[config.mk]
export PLATFORM = sky130hd
export DESIGN_NAME = life_scheduler
export DESIGN_NICKNAME = d
export VERILOG_FILES = /design/src/rtl/life_scheduler_pkg.sv /design/src/rtl/life_scheduler_frame_divider.sv /design/src/rtl/life_scheduler.sv
export SDC_FILE = /design/constraint.sdc
export NUM_CORES = 1
export LEC_CHECK = 0
export ABC_CLOCK_PERIOD_IN_PS = 4540
export BUFFER_PORTS_ARGS = -buffer_cell sky130_fd_sc_hd__buf_4
export CAP_MARGIN = 40
export CORE_AREA = 4 4 65 67
export DETAILED_ROUTE_END_ITERATION = 8
export DIE_AREA = 0 0 69 71
export SLEW_MARGIN = 20
export SYNTH_ARGS = -nofsm -noshare
export SYNTH_HDL_FRONTEND = slang
export SYNTH_HIERARCHICAL = 1
export SYNTH_SLANG_ARGS = --single-unit
export TNS_END_PERCENT = 1
[constraint.sdc]
create_clock -name clk_in -period 4.54 [get_ports clk_in]
set_input_delay 0.227 -clock clk_in [delete_from_list [all_inputs] [get_ports clk_in]]
set_output_delay 0.227 -clock clk_in [all_outputs]
set_load 0.005 [all_outputs]
[src/rtl/life_scheduler_pkg.sv]
// Shared types and speed constants for the life_logic generation scheduler.
package life_scheduler_pkg;

  localparam int LOG_MAX_SPEED = 3;
  localparam int MAX_SPEED     = 2**LOG_MAX_SPEED;
  localparam int CNT_W         = LOG_MAX_SPEED + 1;

  typedef enum logic [1:0] {IDLE, LAUNCH, WAIT_DONE, SWAP} sched_state_t;

  // Frames between evolve passes; the top speed setting gives one per frame.
  function automatic logic [CNT_W-1:0] period_of(input logic [LOG_MAX_SPEED-1:0] speed);
    return CNT_W'(MAX_SPEED) - CNT_W'(speed);
  endfunction

endpackage

[src/rtl/life_scheduler_frame_divider.sv]
// Counts video frames while running and raises a level when an evolve pass is due.
module life_scheduler_frame_divider
  import life_scheduler_pkg::*;
(
  input  logic                     clk_in,
  input  logic                     rst_in,
  input  logic                     frame_tick_in,
  input  logic                     run_in,
  input  logic [LOG_MAX_SPEED-1:0] speed_in,
  input  logic                     clear_in,
  output logic                     due_out
);

  logic [CNT_W-1:0] frame_cnt_q, frame_cnt_d, period;

  // Compared against the live speed setting, so a speed-up can make a pass due at once.
  always_comb begin
    period      = period_of(speed_in);
    frame_cnt_d = frame_cnt_q;
    if (clear_in)
      frame_cnt_d = '0;
    else if (frame_tick_in && run_in && (frame_cnt_q < period))
      frame_cnt_d = frame_cnt_q + CNT_W'(1);
  end

  always_ff @(posedge clk_in or posedge rst_in) begin
    if (rst_in) frame_cnt_q <= '0;
    else        frame_cnt_q <= frame_cnt_d;
  end

  assign due_out = run_in && (frame_cnt_q >= period);

endmodule

[src/rtl/life_scheduler.sv]
// life_scheduler: launches life_logic passes and flips the display bank on a frame tick.
// Optional pass watchdog is built in when SCHED_WATCHDOG_EN is defined.
// state     | meaning
// IDLE      | waiting for an evolve or edit request
// LAUNCH    | start pulse to life_logic
// WAIT_DONE | pass running; done on the first cycle is stale and ignored
// SWAP      | pass finished; bank flip on the next frame tick
module life_scheduler
  import life_scheduler_pkg::*;
#(
  parameter int GEN_W           = 16,
  parameter int WATCHDOG_CYCLES = 2**20
) (
  input  logic                     clk_in,
  input  logic                     rst_in,
  input  logic                     frame_tick_in,
  input  logic                     run_in,
  input  logic                     step_in,
  input  logic                     click_in,
  input  logic [LOG_MAX_SPEED-1:0] speed_in,
  input  logic                     logic_done_in,
  output logic                     logic_start_out,
  output logic                     update_out,
  output logic                     buf_sel_out,
  output logic [GEN_W-1:0]         gen_count_out,
  output logic                     busy_out,
  output logic                     error_out
);

  sched_state_t state_q;
  logic         step_pend_q, click_pend_q, first_wait_q;
  logic         due, evolve_due, launch, clear_cnt;

`ifdef SCHED_WATCHDOG_EN
  localparam int WD_W = $clog2(WATCHDOG_CYCLES + 1);
  logic [WD_W-1:0] wd_q;
`else
  assign error_out = 1'b0;
`endif

  life_scheduler_frame_divider u_frame_divider (
    .clk_in        (clk_in),
    .rst_in        (rst_in),
    .frame_tick_in (frame_tick_in),
    .run_in        (run_in),
    .speed_in      (speed_in),
    .clear_in      (clear_cnt),
    .due_out       (due)
  );

  // Evolve takes priority over a pending edit; the edit is applied inside the same pass.
  assign evolve_due = due || step_pend_q;
  assign launch     = (state_q == IDLE) && (evolve_due || click_pend_q);
  assign clear_cnt  = (state_q == IDLE) && evolve_due;
  assign busy_out   = (state_q != IDLE);

  always_ff @(posedge clk_in or posedge rst_in) begin
    if (rst_in) begin
      state_q         <= IDLE;
      logic_start_out <= 1'b0;
      update_out      <= 1'b0;
      buf_sel_out     <= 1'b0;
      gen_count_out   <= '0;
      step_pend_q     <= 1'b0;
      click_pend_q    <= 1'b0;
      first_wait_q    <= 1'b0;
`ifdef SCHED_WATCHDOG_EN
      wd_q            <= '0;
      error_out       <= 1'b0;
`endif
    end else begin
      step_pend_q  <= (step_pend_q && !launch) || (step_in && !run_in);
      click_pend_q <= (click_pend_q && !launch) || click_in;
      case (state_q)
        IDLE: begin
          if (launch) begin
            state_q         <= LAUNCH;
            logic_start_out <= 1'b1;
            update_out      <= evolve_due;
          end
        end
        LAUNCH: begin
          logic_start_out <= 1'b0;
          first_wait_q    <= 1'b1;
          state_q         <= WAIT_DONE;
`ifdef SCHED_WATCHDOG_EN
          wd_q            <= WD_W'(WATCHDOG_CYCLES - 1);
`endif
        end
        WAIT_DONE: begin
          first_wait_q <= 1'b0;
          if (!first_wait_q && logic_done_in)
            state_q <= SWAP;
`ifdef SCHED_WATCHDOG_EN
          else if (wd_q == '0) begin
            error_out <= 1'b1;
            state_q   <= IDLE;
          end else
            wd_q <= wd_q - WD_W'(1);
`endif
        end
        SWAP: begin
          if (frame_tick_in) begin
            buf_sel_out   <= ~buf_sel_out;
            gen_count_out <= gen_count_out + GEN_W'(update_out);
            state_q       <= IDLE;
          end
        end
        default: state_q <= IDLE;
      endcase
    end
  end

endmodule
==> results of run 1 <==
[cells in the final DEF (no fill, tap or decap), drive strengths merged, types with 2 or more instances in the layout]
cell type	instances
nand2b	4
nor2	12
nor3	5
nor2b	2
ha	13
a22o	2
and4	2
dfrtp	28
o21ai	2
nand3	7
xnor2	11
nand2	10
clkbuf	4
nand4	5
inv	12
xor2	5
mux2	6
buf	30
a21o	2
a21oi	3
[layer usage]
layer	vias up	GRT usage, %
li1	538	-
met1	527	14.44
met2	22	23.20
met3	4	2.699
met4	0	2.603
met5	-	0
[registers in the layout (all words and copies together), names as in the netlist]
| signal | cells |
|---|---|
| state_q | 2 |
| logic_start_out | 1 |
| step_pend_q | 1 |
| click_pend_q | 1 |
| buf_sel_out | 1 |
| update_out | 1 |
| u_frame_divider/frame_cnt_q | 4 |
| gen_count_out | 16 |
| first_wait_q | 1 |
[metrics by stage]
stage,power [uW],cells,hold WS (ns)
2_1_floorplan,634.1,141,-0.006918
3_3_place_gp,738.9,217,0.1277
3_5_place_dp,754.4,218,0.1325
4_1_cts,907.7,223,0.1246
5_1_grt,969.5,223,0.1334
6_report,892.6,223,0.1283
[where the power goes]
group	switching, uW	internal, uW
clock network	71.1	77.5
registers	67.2	311
logic	169	196
total	307	585
[worst max-delay path: stages, from the launching register on]
cell and delay [ns]:
dfrtp_1 0.43, ha_1 0.36, nand2b_4 0.07, a21oi_4 0.20, o21a_1 0.19, nor2_1 0.05
nor2_1 0.37, nor2b_1 0.09, mux2_4 0.28
[final cells by class]
type	instances	area [um2]	share of cell area (%)
clock buffers	4	55.05	2.859
inverters	12	45.04	2.339
multi-input cells	100	822.0	42.69
flip-flops and latches	28	700.7	36.39
well taps	48	60.06	3.119
repair buffers	31	242.7	12.61
[kinds of logic (layout without fill, tap and decap cells)]
group | after synthesis | after routing | share of synthesized area [%]
and+or+nand+nor | 51 | 51 | 20.73
DFF | 28 | 28 | 44.48
xor gates and xnor gates | 16 | 16 | 8.896
adders and majority gates | 13 | 13 | 10.33
buffers and inverters | 13 | 47 | 3.336
AOI/OAI and AO/OA | 12 | 12 | 6.355
muxes | 7 | 7 | 5.639
other | 1 | 1 | 0.2381
[worst max path at each step]
stage | end | cells after the start | slack, ns | startpoint
2_1_floorplan | state_q[1] | 9 | 2.37 | speed_in[1]
3_3_place_gp | state_q[1] | 10 | 2.19 | speed_in[1]
3_5_place_dp | u_frame_divider/frame_cnt_q[3] | 10 | 2.12 | speed_in[1]
4_1_cts | u_frame_divider/frame_cnt_q[3] | 8 | 2.37 | u_frame_divider/frame_cnt_q[1]
5_1_grt | u_frame_divider/frame_cnt_q[0] | 8 | 2.25 | u_frame_divider/frame_cnt_q[1]
6_report | u_frame_divider/frame_cnt_q[3] | 8 | 2.39 | u_frame_divider/frame_cnt_q[1]
==> metrics.md, run 1 <==
| Metric | Value |
|---|---|
| Outcome | finished clean |
| Average wire per standard cell | around 12 um |
| Worst setup SP type | flip-flop |
| Max frequency | 466.0 MHz |
| Met2 Wirelength | 1.403 mm |
| Ys Warns | 6 |
| TritonCTS buffer count | 3 |
| Slew Limit Fails | 0 |
| Fill count | approximately 360 |
| Fraction of the cycle the final worst path needs | a little under half |
| Clock Latency Late Sink | around 0.27 ns |
| First-pass GRT wire length | 5.078 mm |
| Worst Hold Path EP | click_pend_q |
| Gate Count Post-Synth | roughly 140 |
| Max_cap viols | 0 |
| Number of buffers added on ports | 29 |
| Syn Area/Cell | between 10 and 15 um2 |
| Max layer used | met4 |
| Clk slew on worst S/H paths | approximately 0.090 ns |
| Largest area contributor in the netlist | dfrtp_1 |
| Post-DP HPWL | around 2.3 mm |
| Die area | just under 5000 um2 |
| Die height | approximately 71 um |
| P&R area growth vs syn | 22.24% |
| Setup TNS | 0 ns |
| Antenna-violating nets left | 0 |
| Count of final hold-check violations | 0 |
| Synth area leaders | dfrtp_1 44%, ha_1 10%, xnor2_1 6.1% |
| Worst Path Class, Setup | flip-flop to flip-flop |
| Part of the Yosys area used for sequential elements | 44.48% |
| Worst EP required | about 4.7 ns |
| Dpl ws | between 2 and 2.5 ns |
| Cell area after layout | about 1900 um2 |
| Most instantiated cells after synthesis | 28 x dfrtp_1, 13 x ha_1, 12 x inv_1, 11 x nor2_1, 11 x xnor2_1 |
| Total GRT Usage | 12.38% |
| Mapped Area | between 1500 and 2000 um2 |
| 1st-pass router iterations | 2 |
| Pwr dens | 463.5 nW/um2 |
| Vias/cell | approximately 5 |
| Aggregate global routing overflow | 0 |
| Initial core utilization | a little over two fifths |
| Std cell rows | 22 |
| Min setup slack post-route | around 2.4 ns |
| Fin crit period | about 2.1 ns |
| Initial antenna violation count | 0 |
| EDFF count, synth | 0 |
| Yosys top cell area share | between 40 and 50% |
| Iteration-0 DRC Markers | roughly 40 |
| Boundary Pins | 31 |
| Number of clock sinks | 28 |
| Placed instance area | between 1500 and 2000 um2 |
| Reg-to-reg startpoint | u_frame_divider/frame_cnt_q[1] |
| R2r worst-path depth | 8 |
| Endpoints failing setup | 0 |
| Reg2Reg Setup Slack | around 2.4 ns |
| CTS Buffer Depth | 2 |
| Nets | about 200 |
| FF+latch count, synth | 28 |
| PostCTS Resize Cnt | 0 |
| Hold crit path type | primary input to flip-flop |
| CTS tree | built |
| Synth async-reset ratio | between 90% and 100% |
| Vias in the first global route | between 1,000 and 1,500 |
| Post-synthesis cell type count | 37 |
| Routability congestion estimate | 0.7344 |
| Width of the die | between 60 and 70 um |
| Core area | 3633 um2 |
| Largest net degree at the start of global routing | 16 |
| DR DRC count | 0 |
| Setup Buffers After CTS | 0 |
| WL final | between 2 and 3 mm |
| WL met1 | between 1 and 1.5 mm |
| Final core utilization | 53.00% |
| Hold-fix buffers at CTS | 1 |
| # H-tree levels | 1 |
| CP Data Arrival Time | 2.30 ns |
| Count leader, synth | dfrtp_1 |
| Hold path startpoint | click_in |
| CP Capture Type | flip-flop |
| Synthesized net count | ~160 |
| Unrepaired setup endpoints after global routing | no |
| Root buf cell | clkbuf_8 |
| Met3 WL | between 100 and 150 um |
| Setup Skew | about 0.0034 ns |
| Antenna cells | 0 |
| Worst reg2reg endpoint | u_frame_divider/frame_cnt_q[3] |
| Hold depth | 2 |
| Main synth FF type | dfrtp_1 |
| Crit path max fanout | 9 |
| Leak pwr | 0.0009565 uW |
| Vias | around 1,100 |
| Layout cells sized above 1 | 31.43% |
| Maximum vdd drop | roughly 240 uV |
(Power assumes the default switching activity.)
==> inputs of run 2 (changes only) <==
Settings changed: ABC_AREA from default to 1, ABC_CLOCK_PERIOD_IN_PS 4540 to 1830, CORE_AREA 4 4 65 67 to 4 4 66 68, DIE_AREA 0 0 69 71 to 0 0 70 72, PLACE_DENSITY from default to 0.68.
Clock period 4.54 ns to 1.83 ns, I/O delays scaled along.
==> run 2 against run 1 <==
  * Final area grew 7.3%
  * Register-to-register slack lost 2.2 ns
  * Synthesized area grew 4.5%
  * Routed wire length grew 11%
  * Clock power grew 120%
  * Sequential share of layout area shrank 2.5 points
  * Final cell count grew 30%
  * Hold slack lost 0.10 ns
  * Critical path type unchanged
  * Global-route usage grew 0.41 points
  * Worst setup slack lost 2.2 ns
  * First-iteration DRC count grew 68%
  * Die area grew 2.9%
==> metrics.md, run 2 <==
| Metric | Value |
|---|---|
| Vias in the first global route | between 1,000 and 1,500 |
| Core area | 3856 um2 |
| Max FFs per register | 16 |
| Max_cap viols | 0 |
| Synthesized net count | around 220 |
| Gate Count Post-Synth | 198 |
| CTS Buffer Depth | 2 |
| Slew Limit Fails | 0 |
| Met2 Use GR | 22.56% |
| Number of clock sinks | 28 |
| Vias | around 1,300 |
| Largest area contributor in the netlist | dfrtp_1 |
| Layout cells sized above 1 | a little over a quarter |
| Count of final hold-check violations | 0 |
| FF+latch count, synth | 28 |
| Fill count | between 300 and 400 |
| Width of the die | approximately 70 um |
| Root buf cell | clkbuf_8 |
| 1st-pass router iterations | 4 |
| Largest net degree at the start of global routing | 25 |
| Aggregate global routing overflow | 0 |
| TritonCTS buffer count | 3 |
| Mapped Area | 1647 um2 |
| Count leader, synth | nand2_1 |
| Yosys top cell area share | between 40% and 50% |
| Synth area leaders | dfrtp_1 43%, nand2_1 11%, ha_1 9.9% |
| Main synth FF type | dfrtp_1 |
| Area of the multi-input gates | 845.8 um2 |
| Boundary Pins | 31 |
| Initial antenna violation count | 0 |
| CP Data Arrival Time | ~1.9 ns |
| Clk slew on worst S/H paths | 0.09 ns |
| Power Total | roughly 2200 uW |
| Setup TNS | 0 ns |
| DR DRC count | 0 |
| Std cell rows | 23 |
| Part of the Yosys area used for sequential elements | 42.55% |
| First-pass GRT wire length | about 5.4 mm |
| Top reg by flops | gen_count_out |
| Worst setup SP type | flip-flop |
| CTS tree | built |
| CP Capture Type | flip-flop |
| Met3 Resource Use GR | 2.355% |
| Most Used Layer, Global Route | met2 |
| Total GRT Usage | between 10% and 20% |
| # H-tree levels | 1 |
| Initial core utilization | between 40% and 50% |
| Vias/cell | ~4.5 |
| Seq. cell area | roughly 700 um2 |
| EDFF count, synth | 0 |
| Ys Warns | 6 |
| Endpoints failing setup | 0 |
| Antenna cells | 0 |
| Leading cell type in the layout, fill and taps excluded | nand2_1 |
| Pwr dens | about 1100 nW/um2 |
| Iteration-0 DRC Markers | approximately 70 |
| Die height | 72 um |
| Synth async-reset ratio | 100.0% |
| WL final | slightly above 3 mm |
| Most instantiated cells after synthesis | 49 x nand2_1, 29 x inv_1, 28 x dfrtp_1, 18 x nor2_1, 15 x nand3_1 |
| Leak pwr | around 0.0011 uW |
| Number of buffers added on ports | 29 |
| Largest regs | gen_count_out x16, u_frame_divider/frame_cnt_q x4, state_q x2 |
| Worst EP required | 2.04 ns |
| Setup Skew | 0.001277 ns |
| Commonest non-fill, non-tap cells in the layout | 49 x nand2_1, 38 x buf_4, 28 x inv_1, 28 x dfrtp_1, 16 x nor2_1 |
| Outcome | finished clean |
| Hold crit path type | primary input to flip-flop |
| Fin crit period | between 1.5 and 2 ns |
| Average wire per standard cell | ~11 um |
| Antenna-violating nets left | 0 |
| Maximum vdd drop | about 570 uV |
| Post-synthesis cell type count | 25 |
| Max frequency | between 500 and 600 MHz |
| Cell area after layout | 2066 um2 |
| Nets | around 260 |
| Crit path max fanout | 5 |
| Worst Path Class, Setup | flip-flop to flip-flop |
| Unrepaired setup endpoints after global routing | yes |
| Die area | around 5000 um2 |
| Routability congestion estimate | about 0.82 |
| P&R area growth vs syn | 25.46% |
| Syn Area/Cell | 8.316 um2 |
| Clock Latency Late Sink | between 0.2 and 0.3 ns |
| Post-DP HPWL | 2.464 mm |
| Placed instance area | between 1500 and 2000 um2 |
| GRT met1 Usage | between 15 and 20% |
| Fraction of the cycle the final worst path needs | between 90% and 100% |
## run 2: cell types whose count changed after synthesis, sizes merged, moves of 4 or more
| cell | before | now |
|---|---|---|
| nand2 | 10 | 53 |
| nand4 | 5 | 1 |
| o21ai | 2 | 7 |
| nand3 | 7 | 18 |
| xnor2 | 11 | 7 |
| inv | 12 | 32 |
| nand2b | 4 | 0 |
| nor2 | 12 | 23 |
| nor3 | 5 | 1 |
| mux2 | 6 | 0 |
## run 2: kinds of logic (layout without fill, tap and decap cells)
family,after synthesis,count (layout),synth area share (%)
simple gates,96,96,27.13
buf+inv,33,74,7.751
flops,28,28,42.55
other cells,1,1,0.2277
fa+ha+maj,13,13,9.879
xor+xnor,14,14,7.447
compound gates,13,13,5.015
## run 2: worst paths after layout
kind                                           startpoint                        endpoint  slack [ns]  cells past startpoint
setup / recovery           u_frame_divider/frame_cnt_q[1]  u_frame_divider/frame_cnt_q[3]        0.15                     13
hold / removal                                     run_in                     step_pend_q        0.02                      2
setup reg to reg           u_frame_divider/frame_cnt_q[1]  u_frame_divider/frame_cnt_q[3]        0.15                     13
hold reg to reg                               buf_sel_out                     buf_sel_out        0.48                      1
max in group asynchronous                          rst_in                gen_count_out[5]        1.17                      4
min in group asynchronous                          rst_in  u_frame_divider/frame_cnt_q[3]        0.26                      3
## run 2: per-stage QoR
stage	setup slack (ns)	hold slack [ns]	util, %	std cells
after floorplan	0.1083	-0.1424	-	198
after global placement	-0.01441	-0.008643	51.33	284
after detailed placement	-0.07693	-0.001947	51.33	284
after CTS	0.04342	0.01779	52.66	288
after global routing	-0.01077	0.02634	53.57	289
final	0.1521	0.02471	53.57	289
## run 2: repair_timing
action,in CTS,in global routing
resized for setup,0,6
endpoints found under the setup margin,0,8
hold buffers,1,0
buffers inserted,0,1
hold endpoints to repair,28,0
## run 2: final cells by class
class,count,share of cell area [%]
sequential,28,33.92
timing repair buffer,39,14.29
clock buffer,3,1.999
inverter,32,5.815
tap,50,3.028
multi-input combinational,137,40.94
## run 2: layer usage
| layer | share of wire, % | vias up |
|---|---|---|
| met4 | 0.62 | 0 |
| met2 | 50 | 21 |
| li1 | - | 690 |
| met1 | 45 | 600 |
| met3 | 4.4 | 2 |
| met5 | 0 | - |
## run 2: power breakdown
group          switching (uW)  internal, uW
logic                     539           470
clock network             175           147
registers                 131           772
total                     845          1390
## run 2: worst max-delay path, cell delays in order (launching register included)
cell and delay [ns]:
dfrtp_1 0.41, ha_1 0.32, nand2_1 0.07, nand2_1 0.06
nand2_2 0.06, nand3_1 0.06, nand2_1 0.06, inv_1 0.06
nor2_4 0.11, nor2_2 0.06, buf_4 0.15, nor2_1 0.10
nand2_1 0.06, nand2_1 0.05
